**src/rtl/serial_addsub_nb.sv**
```systemverilog
// Bit-serial adder/subtractor with parallel result and accumulate-in-place.
//
// Operands are shifted in LSB first while idle. After start, one result bit
// is produced per clock. Each result bit is shifted back into the A register,
// so A holds the parallel result when the operation ends. B rotates and is
// restored after WIDTH cycles, so a later start without a reload computes
// result +/- B.
//
// Ports:
//   clk     rising-edge clock
//   rst     synchronous reset, active-low
//   load    shift SI_1/SI_2 into A/B (LSB first); honoured in IDLE only
//   SI_1    serial operand A bit
//   SI_2    serial operand B bit
//   start   begin an operation; honoured in IDLE when load is low
//   sub     0: A+B, 1: A-B; latched when start is accepted
//   Sum     registered serial result bit, LSB first
//   Cy      final carry-out (subtract: 1 = no borrow)
//   result  parallel result (the A register)
//   ovf     two's-complement overflow of the last operation
//   busy    high while an operation is in progress (RUN and DONE)
//   done    one-cycle pulse when an operation completes
module serial_addsub_nb #(
  parameter int unsigned WIDTH = 4
) (
  input  logic             clk,
  input  logic             rst,
  input  logic             load,
  input  logic             SI_1,
  input  logic             SI_2,
  input  logic             start,
  input  logic             sub,
  output logic             Sum,
  output logic             Cy,
  output logic [WIDTH-1:0] result,
  output logic             ovf,
  output logic             busy,
  output logic             done
);

  localparam int unsigned CW = $clog2(WIDTH + 1);

  typedef enum logic [1:0] {
    S_IDLE,
    S_RUN,
    S_DONE
  } state_t;

  state_t state, state_next;

  logic [WIDTH-1:0] a_reg, b_reg;
  logic [CW-1:0]    cnt;
  logic             carry;
  logic             sub_l;
  logic             cin_msb;

  logic do_load, do_start, do_step, do_finish;
  logic b_bit, s_bit, c_next, last;

  assign result = a_reg;

  // Subtraction is A + ~B + 1: invert B per bit and seed the carry with sub.
  assign b_bit  = b_reg[0] ^ sub_l;
  assign s_bit  = a_reg[0] ^ b_bit ^ carry;
  assign c_next = (a_reg[0] & b_bit) | (a_reg[0] & carry) | (b_bit & carry);
  assign last   = (cnt == CW'(WIDTH - 1));

  always_ff @(posedge clk) begin
    if (!rst) state <= S_IDLE;
    else      state <= state_next;
  end

  always_comb begin
    state_next = state;
    do_load    = 1'b0;
    do_start   = 1'b0;
    do_step    = 1'b0;
    do_finish  = 1'b0;
    case (state)
      S_IDLE: begin
        if (load) begin
          do_load = 1'b1;
        end else if (start) begin
          do_start   = 1'b1;
          state_next = S_RUN;
        end
      end
      S_RUN: begin
        do_step = 1'b1;
        if (last) state_next = S_DONE;
      end
      S_DONE: begin
        do_finish  = 1'b1;
        state_next = S_IDLE;
      end
      default: state_next = S_IDLE;
    endcase
  end

  always_ff @(posedge clk) begin
    if (!rst) begin
      a_reg   <= '0;
      b_reg   <= '0;
      cnt     <= '0;
      carry   <= 1'b0;
      sub_l   <= 1'b0;
      cin_msb <= 1'b0;
      Sum     <= 1'b0;
      Cy      <= 1'b0;
      ovf     <= 1'b0;
      busy    <= 1'b0;
      done    <= 1'b0;
    end else begin
      done <= 1'b0;
      if (do_load) begin
        a_reg <= {SI_1, a_reg[WIDTH-1:1]};
        b_reg <= {SI_2, b_reg[WIDTH-1:1]};
      end
      if (do_start) begin
        sub_l <= sub;
        carry <= sub;
        cnt   <= '0;
        busy  <= 1'b1;
      end
      if (do_step) begin
        carry <= c_next;
        Sum   <= s_bit;
        a_reg <= {s_bit, a_reg[WIDTH-1:1]};
        b_reg <= {b_reg[0], b_reg[WIDTH-1:1]};
        cnt   <= cnt + CW'(1);
        // Carry into the MSB position, kept for the overflow flag.
        if (last) cin_msb <= carry;
      end
      if (do_finish) begin
        Cy   <= carry;
        ovf  <= cin_msb ^ carry;
        done <= 1'b1;
        busy <= 1'b0;
      end
    end
  end

endmodule

```
**config.mk**
```make
export PLATFORM = sky130hd
export DESIGN_NAME = serial_addsub_nb
export DESIGN_NICKNAME = d
export VERILOG_FILES = /design/src/rtl/serial_addsub_nb.sv
export SDC_FILE = /design/constraint.sdc
export NUM_CORES = 1
export LEC_CHECK = 0
export ABC_AREA = 1
export BUFFER_PORTS_ARGS = -buffer_cell sky130_fd_sc_hd__clkbuf_2
export CAP_MARGIN = 0
export CORE_UTILIZATION = 35
export DETAILED_ROUTE_END_ITERATION = 8
export HOLD_SLACK_MARGIN = 0.1
export PLACE_DENSITY = 0.62
export SLEW_MARGIN = 20
export SYNTH_ARGS = -nofsm -noshare
export SYNTH_HDL_FRONTEND = slang
export SYNTH_SLANG_ARGS = --single-unit
```
**constraint.sdc**
```tcl
create_clock -name clk -period 4.2 [get_ports clk]
set_clock_uncertainty 0.15 [all_clocks]
set_input_delay 0.42 -clock clk [delete_from_list [all_inputs] [get_ports clk]]
set_output_delay 0.42 -clock clk [all_outputs]
set_load 0.01 [all_outputs]
```
-- Word level (Yosys, flattened, before mapping)
Index checks and enable logic that the tools add are counted.
- register bits after elaboration: 21
- word-level logic and storage cells: 55
- equality and inequality tests: 6
- add/sub/neg operators: 1
- mux-type cells: 20
- reduce and logical (&&, ||, !) cells: 6
- bitwise logic cells: 10
- operator list (operator ; number):
    $mux W4 ; 4
    $mux W1 ; 10
    $mux W2 ; 3
    $mux W3 ; 2
    $ne A2 B2 Y1 const B ; 3
    $pmux W2 S2 ; 1
    $reduce_bool A2 Y1 ; 2
    $xor A1 B1 Y1 ; 4
    $add A3 B1 Y3 const B ; 1
    $and A1 B1 Y1 ; 3
    $eq A3 B2 Y1 const B ; 1
    $reduce_and A3 Y1 ; 1
    $eq A2 B1 Y1 const B ; 1
    $eq A2 B2 Y1 const B ; 1
    $logic_not A2 Y1 ; 1
    $or A1 B1 Y1 ; 2
    $reduce_and A2 Y1 ; 1
    $reduce_or A2 Y1 ; 1
    $not A1 Y1 ; 1

-- Logic depth before layout (Yosys ltp)
Gate-level depths: netlist of run 1.
- depth after elaboration: 5
- gate-level depth with buffers: 7
- mapped depth without buffers: 7

-- Least setup slack after synthesis of run 1
OpenSTA, ideal clock, no wires.
- path kind: register -> register
- start: register a_reg[0] (netlist: result[0])
- end: register a_reg[3] (netlist: result[3])
- stages on the path, launching flop included: 8
- library setup time: 0.117 ns
- path buffers: 0
- arrival time: 1.209 ns
- path slack: 2.724 ns
- cells stage by stage: dfxtp_1 inv_1 fa_1 inv_1 nand2_2 nand2_1 nor2_1 nor2_1
- cells in the longest elaborated chain, start to end: 3
- RTL lines (element ; RTL line ; RTL):
    from (decl) ; 51 ; logic [WIDTH-1:0] a_reg, b_reg;
    from (signal assigned) ; 116 ; a_reg <= {SI_1, a_reg[WIDTH-1:1]};
    from (signal assigned) ; 128 ; a_reg <= {s_bit, a_reg[WIDTH-1:1]};
    $xor A1 B1 Y1 (2 in a row) ; 64 ; assign s_bit = a_reg[0] ^ b_bit ^ carry;
    $mux W4 ; 125 ; if (do_step) begin
No other way between the ends.
A chain may end at the register's enable or synchronous reset.

-- Final worst setup path of run 1
- start: register carry
- end: register a_reg[3] (netlist: result[3])
- cells in the longest elaborated chain, start to end: 2
- RTL lines (element ; RTL line ; RTL):
    from (decl) ; 53 ; logic carry;
    from (signal assigned) ; 121 ; carry <= sub;
    from (signal assigned) ; 126 ; carry <= c_next;
    $xor A1 B1 Y1 ; 64 ;
    $mux W4 ; 125 ;
No other way between the ends.

==> flow_metrics.env, run 1 <==
export IMPL_outcome="finished, final reports clean"
export IMPL_critical_path_max_fanout=3
export IMPL_crit_arrival_ns=1.57
export IMPL_grt_pass1_vias=627
export IMPL_initial_core_util_pct=38.3
export IMPL_core_um2=2280
export IMPL_grt_max_degree=17
export IMPL_setup_tns_final_ns=0
export IMPL_ctsResizeCount=0
export IMPL_crit_chain="inv_1, fa_1, inv_1, nand2_2, nand2_1, nor2_1, nor2_1"
export IMPL_intPower_mw=0.267
export IMPL_crit_family="adder cells"
export IMPL_irDropWorstVdd_mv=0.276
export IMPL_routabilityCongestion=0.770
export IMPL_dr_pass1_iters=3
export IMPL_finalSetupViolCount=0
export IMPL_layout_setup_ws_ns=2.68
export IMPL_syn_area_per_cell_um2=7.79
export IMPL_ant_nets=0
export IMPL_worst_path_largest_cell_delay_ns=0.52
export IMPL_r2r_slack_ns=2.68
export IMPL_port_buffers=15
export IMPL_synth_nets=122
export IMPL_die_w_um=51.9
export IMPL_vias=724
export IMPL_clk_pin_slew_worst_paths_ns=0.12
export IMPL_p_total_mw=0.367
export IMPL_synth_area_leaders="dfxtp_1 48%, nor2_1 9.9%, o21ai_0 6.9%"
export IMPL_powerDensity_nw_per_um2=366
export IMPL_clkPwrFrac_pct=26.5
export IMPL_startpoint_type="flip-flop"
export IMPL_end_kind="flip-flop"
export IMPL_hpwl_um=1210
export IMPL_worstMarginPinSlew_ns=0.293
export IMPL_dpl_worst_slack_ns=2.70
export IMPL_slew_headroom_pct=80.5
export IMPL_cts_root_buf="clkbuf_4"
export IMPL_cts_tree="yes"
export IMPL_grt_overflow_total=0
export IMPL_fmax_ghz=0.658
export IMPL_drive_gt1_share_pct=20.8
export IMPL_worstPathRequired_ns=4.25
export IMPL_finalWirelength_um=1660
export IMPL_holdWs_ns=0.250
export IMPL_area_growth_pct=15.1
export IMPL_p_leak_nw=0.457
export IMPL_grt_first_pass_wirelength_um=2670
export IMPL_dieArea_um2=2700
export IMPL_synth_area_leader_cell="dfxtp_1"
export IMPL_drtIter0Drc=10
export IMPL_post_route_min_period_ns=1.52
export IMPL_rsz0062_at_grt="false"
export IMPL_cts_buffers=3
export IMPL_maxCapViolCount=0
export IMPL_ys_warn_count=0
export IMPL_layout_cells_non_filler=158
export IMPL_ys_seq_area_share_pct=48.2
export IMPL_clock_latency_ns=0.30
export IMPL_yosys_area_top_type_share_pct=48.2
export IMPL_place_inst=154
export IMPL_antenna_found_initial=0
export IMPL_fin_area_um2=1000
export IMPL_seqPwrFrac_pct=59.4
export IMPL_grt_use_total_pct=13.7
export IMPL_io_pins=16
export IMPL_synth_cells=112
export IMPL_cts_num_sinks=21
export IMPL_syn_cell_area_um2=872
export IMPL_hp_class="primary input to flip-flop"
export IMPL_cts_buffer_depth=2
export IMPL_fin_nets=141
export IMPL_hold_viol_final=0
export IMPL_synthDistinctLibCells=18
export IMPL_drc=0
export IMPL_viasPerCell=4.58
export IMPL_cp_num_buf_inv=2
export IMPL_sw_frac_of_total_pct=27.2
export IMPL_fin_util_pct=44.1
export IMPL_dpl_instance_area_um2=977
export IMPL_htree_num_levels=1
export IMPL_rows=17
export IMPL_post_cts_buffers=0
export IMPL_combinationalPowerShare_pct=14.1
export IMPL_wl_per_cell_um=10.5
export IMPL_die_h_um=51.9
export IMPL_drv_slew=0
export IMPL_finalCritPeriodShare_pct=36.2
export IMPL_path_class="flip-flop to flip-flop"
export IMPL_switchingPower_mw=0.100
export IMPL_diodes=0
export IMPL_slowest_stage="fa_1"
export IMPL_cts_hold_buffers=0
export IMPL_ys_seq_elements=21
[cells in the final DEF, fill, tap and decap left out, types with 2 or more instances in the layout]
cell type / instances
clkbuf_2: 15
inv_1: 12
inv_2: 3
nand2_2: 2
nand3_1: 6
o21ai_0: 12
or2_1: 2
nor2_1: 23
ha_1: 2
nand2_1: 13
a21oi_1: 8
xnor2_1: 2
clkbuf_4: 3
dfxtp_1: 21
[path summary, 6_finish.rpt]
| path | start | end | cells after the start |
|---|---|---|---|
| min reg2reg | busy | busy | 2 |
| max | carry | result[3] | 7 |
| max reg2reg | carry | result[3] | 7 |
| min | sub | sub_l | 3 |
[worst min-delay path: stages]
cell	delay, ns
clkbuf_2	0.09
nand3_1	0.09
a21oi_1	0.07
[layout make-up]
cell class,count,area [µm²]
fillers,245,1270
flip-flops and latches,21,420
multi-input cells,75,390
repair buffers,15,75.1
well taps,28,35.0
clock buffers,4,26.3
inverters,15,56.3
[per-layer routing]
| layer | GRT usage (%) | vias to the layer above | wire, µm |
|---|---|---|---|
| met3 | 5.26 | 2 | 66 |
| met5 | 0 | - | 0 |
| li1 | - | 386 | - |
| met1 | 16.9 | 325 | 829 |
| met2 | 22.0 | 11 | 745 |
| met4 | 4.05 | 0 | 16 |
[power by group through the flow]
stage	sequential (mW)	combinational [mW]	clock [mW]
detailed placement	0.223	0.0519	0
finish	0.218	0.0518	0.0974
global route	0.220	0.0599	0.109
global placement	0.222	0.0515	0
floorplan	0.224	0.0342	0
CTS	0.218	0.0528	0.101
[cells by family (layout without fill, tap and decap cells)]
logic type	Yosys count	after routing	share of synthesized area [%]
AOI/OAI and AO/OA	21	21	12.5
and+or+nand+nor	49	49	25.1
xor gates and xnor gates	2	2	2.01
adders and majority gates	3	3	5.16
DFF	21	21	48.2
buffers and inverters	16	34	7.03
[synthesized netlist by cell type, drive strengths merged]
cell	count
inv	15
a21oi	9
dfxtp	21
nand2	16
nor2	25
fa	1
o21ai	12
nand3	6
clkbuf	1
xnor2	2
ha	2
or2	2
(Power assumes the default switching activity.)
==> run 2: changes to the inputs <==
Settings changed: PLACE_DENSITY 0.62 to 0.64.
Clock period 4.2 ns to 1.2 ns, I/O delays scaled along.
==> run 2 against run 1 <==
Effect of this change: the flow now finishes with violations (negative setup slack); combinational power increased to 4.6 times the previous value; critical path depth unchanged; cell area is 19% higher; routed wire length up 7.4%; global-route usage grew 1.9 points.
==> flow_metrics.env, run 2 (same netlist as run 1, synthesis figures left out) <==
export IMPL_path_class="flip-flop to flip-flop"
export IMPL_hold_path_depth=5
export IMPL_powerDensity_nw_per_um2=1130
export IMPL_worst_path_largest_cell_delay_ns=0.48
export IMPL_viasPerCell=4.64
export IMPL_holdCritStartpoint="start"
export IMPL_diodes=0
export IMPL_dr_pass1_iters=4
export IMPL_cts_hold_buffers=4
export IMPL_core_um2=2280
export IMPL_grt_first_pass_wirelength_um=3020
export IMPL_drive_gt1_share_pct=38.3
export IMPL_crit_path_frequent_cell="nor2_1"
export IMPL_finalCritPeriodShare_pct=124
export IMPL_irDropWorstVdd_mv=0.860
export IMPL_r2r_end="result[3]"
export IMPL_whs_endpoint="sub_l"
export IMPL_finalSetupViolCount=4
export IMPL_combinationalPowerShare_pct=17.7
export IMPL_sw_frac_of_total_pct=27.8
export IMPL_holdWs_ns=0.0297
export IMPL_cts_num_sinks=21
export IMPL_clock_latency_ns=0.31
export IMPL_grt_pass1_vias=734
export IMPL_switchingPower_mw=0.374
export IMPL_p_leak_nw=0.524
export IMPL_finalWirelength_um=1780
export IMPL_seqPwrFrac_pct=57.0
export IMPL_r2r_slack_ns=-0.28
export IMPL_drtIter0Drc=9
export IMPL_cts_buffers=3
export IMPL_clk_pin_slew_worst_paths_ns=0.12
export IMPL_dieArea_um2=2700
export IMPL_area_growth_pct=36.7
export IMPL_fill_cells=226
export IMPL_port_buffers=15
export IMPL_reg2reg_from="sub_l"
export IMPL_hpwl_um=1200
export IMPL_fin_nets=152
export IMPL_rows=17
export IMPL_worstPathRequired_ns=1.27
export IMPL_ant_nets=0
export IMPL_crit_chain="xnor2_2, fa_1, inv_1, nand2_2, nand2_1, nor2_1, nor2_1"
export IMPL_vias=784
export IMPL_setup_tns_final_ns=-0.544
export IMPL_rsz0062_at_grt="true"
export IMPL_final_cell_mix="21 x nor2_1, 14 x dfxtp_1, 13 x clkbuf_2, 12 x nand2_1, 10 x o21ai_0"
export IMPL_layout_setup_ws_ns=-0.285
export IMPL_drc=0
export IMPL_cts_root_buf="clkbuf_4"
export IMPL_critical_path_max_fanout=2
export IMPL_slew_headroom_pct=83.3
export IMPL_worstMarginPinSlew_ns=0.250
export IMPL_die_w_um=51.9
export IMPL_startpoint_type="flip-flop"
export IMPL_intPower_mw=0.971
export IMPL_die_h_um=51.9
export IMPL_crit_arrival_ns=1.55
export IMPL_final_common_cell="nor2_1"
export IMPL_hp_class="primary input to flip-flop"
export IMPL_htree_num_levels=1
export IMPL_initial_core_util_pct=38.3
export IMPL_violations="negative setup slack"
export IMPL_grt_overflow_total=0
export IMPL_grt_max_degree=17
export IMPL_grt_use_total_pct=15.6
export IMPL_fmax_ghz=0.673
export IMPL_outcome="finished, violations left"
export IMPL_routabilityCongestion=0.746
export IMPL_maxCapViolCount=0
export IMPL_clkPwrFrac_pct=25.4
export IMPL_post_route_min_period_ns=1.48
export IMPL_fin_util_pct=52.4
export IMPL_cts_tree="yes"
export IMPL_io_pins=16
export IMPL_cts_buffer_depth=2
export IMPL_slowest_stage="fa_1"
export IMPL_hold_viol_final=0
export IMPL_antenna_found_initial=0
export IMPL_ff2ff_path_depth=7
export IMPL_wl_per_cell_um=10.5
export IMPL_drv_slew=0
export IMPL_end_kind="flip-flop"
==> run 2: cell type report <==
| cell class | instances | area (µm²) | area share [%] |
|---|---|---|---|
| multi-input cells | 75 | 453 | 38.0 |
| well taps | 28 | 35.0 | 2.94 |
| clock inverters | 1 | 5.00 | 0.420 |
| clock buffers | 3 | 22.5 | 1.89 |
| inverters | 15 | 58.8 | 4.93 |
| flip-flops and latches | 21 | 434 | 36.4 |
| repair buffers | 26 | 184 | 15.4 |
==> run 2: worst max-delay path, delay by kind of cell, from the launching register on <==
kind                       cells  cell delay [ns]
xor gates and xnor gates       1             0.13
adders and majority gates      1             0.48
buffers and inverters          1             0.05
DFF                            1             0.35
and+or+nand+nor                4             0.22
==> run 2: timing repair <==
item / 4_1_cts / 5_1_grt
buffers inserted: 0 / 0
endpoints found under the hold margin: 14 / 2
setup endpoints to repair: 10 / 18
resized for setup: 8 / 21
pin swaps: 2 / 1
==> run 2: worst max path at each step <==
stage | startpoint | endpoint | slack, ns | cells past startpoint
6_report | sub_l | result[3] | -0.28 | 7
5_1_grt | sub_l | result[3] | -0.37 | 7
4_1_cts | sub_l | result[3] | -0.29 | 7
3_5_place_dp | b_reg[0] | result[3] | -0.26 | 7
3_3_place_gp | b_reg[0] | result[3] | -0.26 | 7
2_1_floorplan | result[0] | result[3] | -0.22 | 7
==> run 2: routing by layer <==
metal,routed length (µm),vias up,GRT usage (%),share of wire [%]
met5,0,-,0,0
met4,25,0,6.76,1.4
met3,70,2,6.14,3.9
met2,834,16,25.0,47
met1,848,354,18.2,48
li1,-,412,-,-
==> run 2: power groups by stage <==
| stage | registers, mW | clock network [mW] | logic (mW) |
|---|---|---|---|
| after floorplan | 0.785 | 0 | 0.120 |
| after global placement | 0.777 | 0 | 0.205 |
| after detailed placement | 0.779 | 0 | 0.207 |
| after CTS | 0.767 | 0.360 | 0.222 |
| after global routing | 0.773 | 0.387 | 0.267 |
| final | 0.766 | 0.341 | 0.238 |
==> run 2: metrics by stage <==
| step | cell area, µm² | worst slack, ns | std cells | total power [mW] |
|---|---|---|---|---|
| floorplan | 877 | -0.219 | 112 | 0.905 |
| global placement | 1030 | -0.265 | 161 | 0.983 |
| detailed placement | 1030 | -0.261 | 161 | 0.986 |
| CTS | 1130 | -0.288 | 169 | 1.35 |
| global route | 1190 | -0.374 | 169 | 1.43 |
| finish | 1190 | -0.285 | 169 | 1.34 |
==> run 3: changes to the inputs <==
Settings changed: CORE_UTILIZATION 35 to 47, PLACE_DENSITY 0.64 to 0.8.
==> run 3 against run 2 <==
Effect of this change: the flow still finishes with violations (negative setup slack); cell area shrank 1.2%; global-route usage up 5.0 points; sequential cell count unchanged; routed wire length increased by 6.7%; fmax fell by 2.7%; critical path type unchanged.
==> flow_metrics.env, run 3 (same netlist as run 1, synthesis figures left out) <==
export IMPL_outcome="finished, violations left"
export IMPL_violations="negative setup slack"
export IMPL_crit_chain="xnor2_2, fa_1, inv_1, nand2_2, nand2_1, nor2_1, nor2_1"
export IMPL_htree_num_levels=1
export IMPL_slew_headroom_pct=83.4
export IMPL_hpwl_um=1200
export IMPL_fin_nets=152
export IMPL_powerDensity_nw_per_um2=1150
export IMPL_wl_per_cell_um=11.4
export IMPL_p_total_mw=1.35
export IMPL_drive_gt1_share_pct=39.0
export IMPL_multiInputGateArea_um2=454
export IMPL_maxCapViolCount=0
export IMPL_intPower_mw=0.973
export IMPL_io_pins=16
export IMPL_hold_viol_final=0
export IMPL_worstPathRequired_ns=1.26
export IMPL_area_growth_pct=35.2
export IMPL_diodes=0
export IMPL_grt_use_total_pct=20.6
export IMPL_ff2ff_path_depth=7
export IMPL_routabilityCongestion=0.800
export IMPL_cts_buffers=3
export IMPL_clk_pin_slew_worst_paths_ns=0.12
export IMPL_r2r_end="result[3]"
export IMPL_final_common_cell="nor2_1"
export IMPL_grt_first_pass_wirelength_um=2920
export IMPL_core_um2=1730
export IMPL_cts_hold_buffers=4
export IMPL_grt_max_degree=17
export IMPL_clkPwrFrac_pct=25.9
export IMPL_combinationalPowerShare_pct=17.5
export IMPL_grt_pass1_vias=723
export IMPL_path_class="flip-flop to flip-flop"
export IMPL_finalWirelength_um=1900
export IMPL_finalSetupViolCount=4
export IMPL_die_h_um=45.1
export IMPL_finalCritPeriodShare_pct=127
export IMPL_dieArea_um2=2030
export IMPL_rsz0062_at_grt="true"
export IMPL_dr_pass1_iters=4
export IMPL_setup_tns_final_ns=-0.657
export IMPL_crit_arrival_ns=1.59
export IMPL_fill_cells=149
export IMPL_cts_tree="yes"
export IMPL_cts_buffer_depth=2
export IMPL_p_leak_nw=0.516
export IMPL_final_cell_mix="20 x nor2_1, 14 x dfxtp_1, 14 x clkbuf_2, 12 x nand2_1, 8 x inv_1"
export IMPL_clock_latency_ns=0.32
export IMPL_irDropWorstVdd_mv=0.699
export IMPL_port_buffers=15
export IMPL_whs_endpoint="sub_l"
export IMPL_die_w_um=45.1
export IMPL_seqPwrFrac_pct=56.7
export IMPL_reg2reg_from="b_reg[0]"
export IMPL_drc=0
export IMPL_drtIter0Drc=9
export IMPL_rows=15
export IMPL_vias=787
export IMPL_drv_slew=0
export IMPL_sw_frac_of_total_pct=28.1
export IMPL_hp_class="primary input to flip-flop"
export IMPL_fmax_ghz=0.655
export IMPL_seq_area_um2=434
export IMPL_hold_path_depth=5
export IMPL_layout_setup_ws_ns=-0.327
export IMPL_ant_nets=0
export IMPL_viasPerCell=4.74
export IMPL_startpoint_type="flip-flop"
export IMPL_initial_core_util_pct=50.5
export IMPL_cts_root_buf="clkbuf_4"
export IMPL_cts_num_sinks=21
export IMPL_end_kind="flip-flop"
export IMPL_worst_path_largest_cell_delay_ns=0.49
export IMPL_slowest_stage="fa_1"
export IMPL_dpl_worst_slack_ns=-0.274
export IMPL_antenna_found_initial=0
export IMPL_grt_overflow_total=0
export IMPL_switchingPower_mw=0.380
export IMPL_crit_path_frequent_cell="nor2_1"
export IMPL_critical_path_max_fanout=3
export IMPL_holdCritStartpoint="start"
export IMPL_r2r_slack_ns=-0.33
export IMPL_worstMarginPinSlew_ns=0.249
export IMPL_post_route_min_period_ns=1.53
==> run 3: cell type report <==
class | count | area share (%)
clock buffers | 4 | 2.23
inverters | 15 | 4.99
multi-input cells | 75 | 38.5
flip-flops and latches | 21 | 36.8
well taps | 25 | 2.65
repair buffers | 26 | 14.8
==> run 3: critical path: cells and delay by family, from the launching register on <==
family        cells  cell delay [ns]
fa+ha+maj         1             0.49
flops             1             0.36
simple gates      4             0.24
xor+xnor          1             0.14
buf+inv           1             0.05
==> run 3: metrics by stage <==
stage / instance area, µm² / util, % / cells / hold slack (ns)
after floorplan: 877 / - / 112 / 0.108
after global placement: 1030 / 59.7 / 158 / 0.274
after detailed placement: 1030 / 59.7 / 158 / 0.294
after CTS: 1130 / 65.7 / 166 / 0.0376
after global routing: 1180 / 68.3 / 166 / 0.0748
final: 1180 / 68.3 / 166 / 0.0455
==> run 3: timing repair <==
action	4_1_cts	5_1_grt
pin swaps	7	3
resized for setup	8	23
hold endpoints to repair	14	1
cloned	0	0
endpoints found under the setup margin	6	18
setup buffers	0	0
==> run 3: worst max path at each step <==
| stage | startpoint | to |
|---|---|---|
| 2_1_floorplan | result[0] | result[3] |
| 3_3_place_gp | b_reg[0] | result[3] |
| 3_5_place_dp | b_reg[0] | result[3] |
| 4_1_cts | b_reg[0] | result[3] |
| 5_1_grt | b_reg[0] | result[3] |
| 6_report | b_reg[0] | result[3] |
==> run 3: power by group through the flow <==
stage	Combinational (mW)	Sequential [mW]	Clock, mW
finish	0.236	0.767	0.350
global route	0.266	0.772	0.380
CTS	0.225	0.767	0.350
detailed placement	0.207	0.779	0
global placement	0.203	0.777	0
floorplan	0.120	0.785	0
==> run 3: metal layers <==
metal,vias up,part of all wire [%],track usage (%)
li1,414,-,-
met1,350,43,22.2
met2,17,51,35.4
met3,6,3.7,6.80
met4,0,1.8,11.5
met5,-,0,0
